**src/rtl/id_ex_stage.sv**
```systemverilog
// id_ex_stage: ID/EX pipeline register with EX/MEM operand forwarding, load-use bubble insertion and bubble counter
module id_ex_stage #(
  parameter int CTRL_W = 16
) (
  input  logic              clk,
  input  logic              rst,
  input  logic              id_valid,
  output logic              id_ready,
  input  logic [31:0]       id_pc,
  input  logic [31:0]       id_imm,
  input  logic [4:0]        id_rs1,
  input  logic [4:0]        id_rs2,
  input  logic [4:0]        id_rd,
  input  logic              id_use_rs1,
  input  logic              id_use_rs2,
  input  logic              id_rd_we,
  input  logic              id_is_load,
  input  logic [CTRL_W-1:0] id_ctrl,
  input  logic [31:0]       rf_a,
  input  logic [31:0]       rf_b,
  input  logic [31:0]       ex_result,
  input  logic [4:0]        mem_rd,
  input  logic              mem_we,
  input  logic [31:0]       mem_data,
  input  logic              ex_ready,
  input  logic              flush,
  output logic              ex_valid,
  output logic [31:0]       ex_pc,
  output logic [31:0]       ex_imm,
  output logic [31:0]       ex_op_a,
  output logic [31:0]       ex_op_b,
  output logic [4:0]        ex_rd,
  output logic              ex_rd_we,
  output logic              ex_is_load,
  output logic [CTRL_W-1:0] ex_ctrl,
  output logic [31:0]       bubble_count
);
  logic        ex_live;
  logic        mem_live;
  logic        hazard;
  logic [31:0] op_a;
  logic [31:0] op_b;
  assign ex_live  = ex_valid & ex_rd_we & (ex_rd != 5'd0);
  assign mem_live = mem_we & (mem_rd != 5'd0);
  assign hazard   = id_valid & ex_live & ex_is_load &
                    ((id_use_rs1 & (id_rs1 == ex_rd)) | (id_use_rs2 & (id_rs2 == ex_rd)));
  assign id_ready = ex_ready & ~hazard;
  // a held load has no result yet, so only non-load EX results are forwarded
  always_comb begin
    op_a = (id_rs1 == 5'd0) ? 32'd0 :
           (ex_live & ~ex_is_load & (id_rs1 == ex_rd)) ? ex_result :
           (mem_live & (id_rs1 == mem_rd)) ? mem_data : rf_a;
    op_b = (id_rs2 == 5'd0) ? 32'd0 :
           (ex_live & ~ex_is_load & (id_rs2 == ex_rd)) ? ex_result :
           (mem_live & (id_rs2 == mem_rd)) ? mem_data : rf_b;
  end
  always_ff @(posedge clk) begin
    if (rst) begin
      ex_valid     <= 1'b0;
      ex_pc        <= '0;
      ex_imm       <= '0;
      ex_op_a      <= '0;
      ex_op_b      <= '0;
      ex_rd        <= '0;
      ex_rd_we     <= 1'b0;
      ex_is_load   <= 1'b0;
      ex_ctrl      <= '0;
      bubble_count <= '0;
    end else if (flush) begin
      ex_valid <= 1'b0;
    end else if (ex_ready) begin
      if (hazard) begin
        ex_valid <= 1'b0;
        if (~&bubble_count) bubble_count <= bubble_count + 32'd1;
      end else begin
        ex_valid   <= id_valid;
        ex_pc      <= id_pc;
        ex_imm     <= id_imm;
        ex_op_a    <= op_a;
        ex_op_b    <= op_b;
        ex_rd      <= id_rd;
        ex_rd_we   <= id_rd_we;
        ex_is_load <= id_is_load;
        ex_ctrl    <= id_ctrl;
      end
    end
  end
endmodule

```
**config.mk**
```make
export PLATFORM = sky130hd
export DESIGN_NAME = id_ex_stage
export DESIGN_NICKNAME = d
export VERILOG_FILES = /design/src/rtl/id_ex_stage.sv
export SDC_FILE = /design/constraint.sdc
export NUM_CORES = 1
export LEC_CHECK = 0
export CAP_MARGIN = 40
export CORE_MARGIN = 3
export CORE_UTILIZATION = 30
export CTS_CLUSTER_SIZE = 16
export DETAILED_ROUTE_END_ITERATION = 10
export SETUP_SLACK_MARGIN = 0.02
export SYNTH_ARGS = -nofsm -noshare
export SYNTH_HDL_FRONTEND = slang
export SYNTH_SLANG_ARGS = --single-unit
```
**constraint.sdc**
```tcl
create_clock -name clk -period 4.68 [get_ports clk]
set_clock_uncertainty 0.1 [all_clocks]
set_input_delay 1.404 -clock clk [delete_from_list [all_inputs] [get_ports clk]]
set_output_delay 1.404 -clock clk [all_outputs]
set_load 0.03 [all_outputs]
```
==> results.toml <==
[clock_network]
numClockSinks = 184
htreeDepth = 4
insertion_delay_ns = 0.43
cts_root_buf = "clkbuf_16"
cts.path.max_buffers = 2
cts_tree = "built"
cts-buffers-inserted = 17
path_clk_slew_ns = 0.07

[finish]
area_growth_pct = 55.6
final_common_cell = "clkdlybuf4s50_1"
final_cells = 1814
fin_area_mm2 = 0.0147
drive_gt1_share_pct = 11.0
final_cell_mix = "420 x clkdlybuf4s50_1, 184 x dfxtp_1, 90 x o21ai_0, 89 x nand2b_1, 87 x nand4b_1"
post-route-util_pct = 47.7
final_nets = 1643

[worst_hold_path]
hold_class = "reg2reg"
hold_end = "ex_op_a[1]$_SDFFE_PP0P_"
hp-start = "ex_op_a[1]$_SDFFE_PP0P_"
min_path_cells = 1

[worst_setup_path]
cpMostUsedCell = "buf_4"
required_ns = 3.18
path_cells = "clkdlybuf4s50_1 > xor2_1 > nor4_2 > buf_4 > and3_4 > o21ai_4 > and2_1 > buf_4"
rrSetupSlack_ns = 1.58
worstPathArrival_ns = 3.10
cpLargestDelayFamily = "buffers and inverters"
critPathKind = "in2out"
rr_worst_depth = 9
critPathSlowestCell = "clkdlybuf4s50_1"
crit_start = "id_rs2[0]"
critPathMaxFanout = 2
slowest_delay_ns = 0.43
startpoint_type = "primary input"
reg2reg_from = "ex_rd[3]$_SDFFE_PP0P_"
r2r-end = "ex_op_a[7]$_SDFFE_PP0P_"
critical_path_buf_inv_count = 3
end_kind = "output pin"

[die]
die_area_mm2 = 0.0336
io_pins = 423
fp.dieW_um = 183
rows = 64
die_h_um = 183
initial_core_util_pct = 30.6
design.core.area_mm2 = 0.0308

[yosys]
netlist_area_mm2 = 0.00944
synth-seq-cells = 184
ys.flop_type = "dfxtp_1"
async_flop_share_pct = 0
yosysWarningCount = 0
synth_edf_count = 0
ys_types = 54
ys_seq_area_share_pct = 39.0
avgSynthCellArea_um2 = 9.21
synth_cells = 1025
syn_nets = 1264

[timing]
min_period_ns = 4.61
fin_ws_ns = 0.0717
setup_viol_count_final = 0
whs_ns = 0.368
setup_tns_ns = 0
drv_slew = 0
hold_viol = 0
finalCritPeriodShare_pct = 98.5
worst_pin_slew_ns = 0.741
slew_headroom_pct = 50.6
rsz0062_at_grt = "false"
fmax_mhz = 217

[global_routing]
grt_overflow = 0
antenna_found_initial = 3
grt_pass1_vias = 9222
grtUsageTotal_pct = 20.9
grt_pass1_wl_mm = 55.2
grt_max_degree = 91

[drt]
vias_per_cell = 5.16
wl_per_cell_um = 20.5
vias = 9357
drt-initial-drc-count = 499
ant_nets = 0
drc = 0
wirelength_mm = 37.2
drt_first_pass_iters = 5

[pwr]
powerDensity_mw_per_mm2 = 266
p_leak_nw = 5.12
ir_drop_uv = 182
p_total_mw = 3.91

[place]
place_ws_ns = -0.00891
dpl_cell_area_mm2 = 0.0141
gp_congestion = 0.837
hpwl_mm = 26.3
dp_cells = 1781
port_buffers = 422

[status]
status = "finished, final reports clean"

[flow_run]
maxCapViolations = 0
[per-layer routing]
metal	wire [um]	GRT usage (%)	part of all wire [%]	vias up
met3	3160	7.14	8.5	29
met2	18000	35.4	48	328
met5	23	0	0.062	-
li1	-	-	-	4512
met1	15500	25.5	42	4484
met4	479	5.55	1.3	4
[flip-flops by register name, summed over array words and instances (netlist names)]
signal	cells
ex_is_load	1
ex_valid	1
ex_pc	32
ex_rd	5
ex_op_a	32
ex_ctrl	16
bubble_count	32
ex_rd_we	1
ex_op_b	32
ex_imm	32
[area by class of cell]
type | instances | area (um2)
diodes | 1 | 2.50
inverters | 8 | 30.0
flip-flops and latches | 184 | 3680
multi-input cells | 736 | 5320
clock buffers | 19 | 443
clock inverters | 13 | 136
repair buffers | 457 | 4580
well taps | 396 | 495
fillers | 2950 | 16100
[how the worst max path moves through the flow]
| stage | to | slack, ns | cells after the start |
|---|---|---|---|
| global route | id_ready | 0.02 | 8 |
| finish | id_ready | 0.07 | 8 |
| floorplan | id_ready | 0.25 | 8 |
| global placement | id_ready | -0.03 | 8 |
| detailed placement | id_ready | -0.009 | 8 |
| CTS | id_ready | 0.05 | 8 |
[report_power, final]
group / total [mW] / switching, mW / internal, mW
Combinational: 0.774 / 0.358 / 0.416
Sequential: 1.67 / 0.0420 / 1.63
Clock: 1.46 / 0.696 / 0.768
Total: 3.91 / 1.10 / 2.81
[kinds of logic (layout without fill, tap and decap cells)]
kind of cell               Yosys count  count (layout)  synth area share, %
AOI/OAI and AO/OA                  195             195                 14.2
other                                0               1                    0
muxes                               78              78                 10.5
and+or+nand+nor                    442             442                 29.0
buffers and inverters              105             497                 5.33
adders and majority gates            1               1                0.132
DFF                                184             184                 39.0
xor gates and xnor gates            20              20                 1.85
[timing repair]
action,CTS,global route
hold buffers,0,0
gates resized for setup,1,3
pin swaps,0,1
setup endpoints to repair,1,1
buffers inserted,0,0
[cell usage after synthesis (2+ instances only)]
cell	instances	area share, %
mux2_2	37	4.4
nand2_1	84	3.3
a21oi_1	18	0.95
o211ai_1	2	0.16
and3_1	4	0.26
a22o_1	32	3.0
nand4_1	4	0.26
o21ai_1	2	0.11
nor3_1	9	0.48
xnor2_1	9	0.83
buf_2	21	1.1
dfxtp_1	184	39
xor2_1	11	1.0
nand4b_1	87	8.1
and2_1	3	0.20
nor4_1	6	0.40
buf_6	8	0.95
or3_1	39	2.6
or4_1	15	1.2
mux2_1	10	1.2
nor2b_1	15	0.99
and4_1	2	0.19
or4_4	2	0.24
o21ai_0	90	4.8
o31ai_1	13	1.0
nor2_1	27	1.1
clkbuf_1	60	2.4
buf_4	5	0.40
clkbuf_2	3	0.16
nand2b_1	89	5.9
inv_1	8	0.32
mux2_4	30	4.8
nand3_1	44	2.3
a32o_1	32	3.4
No activity file was read; power rests on OpenSTA's default activity.
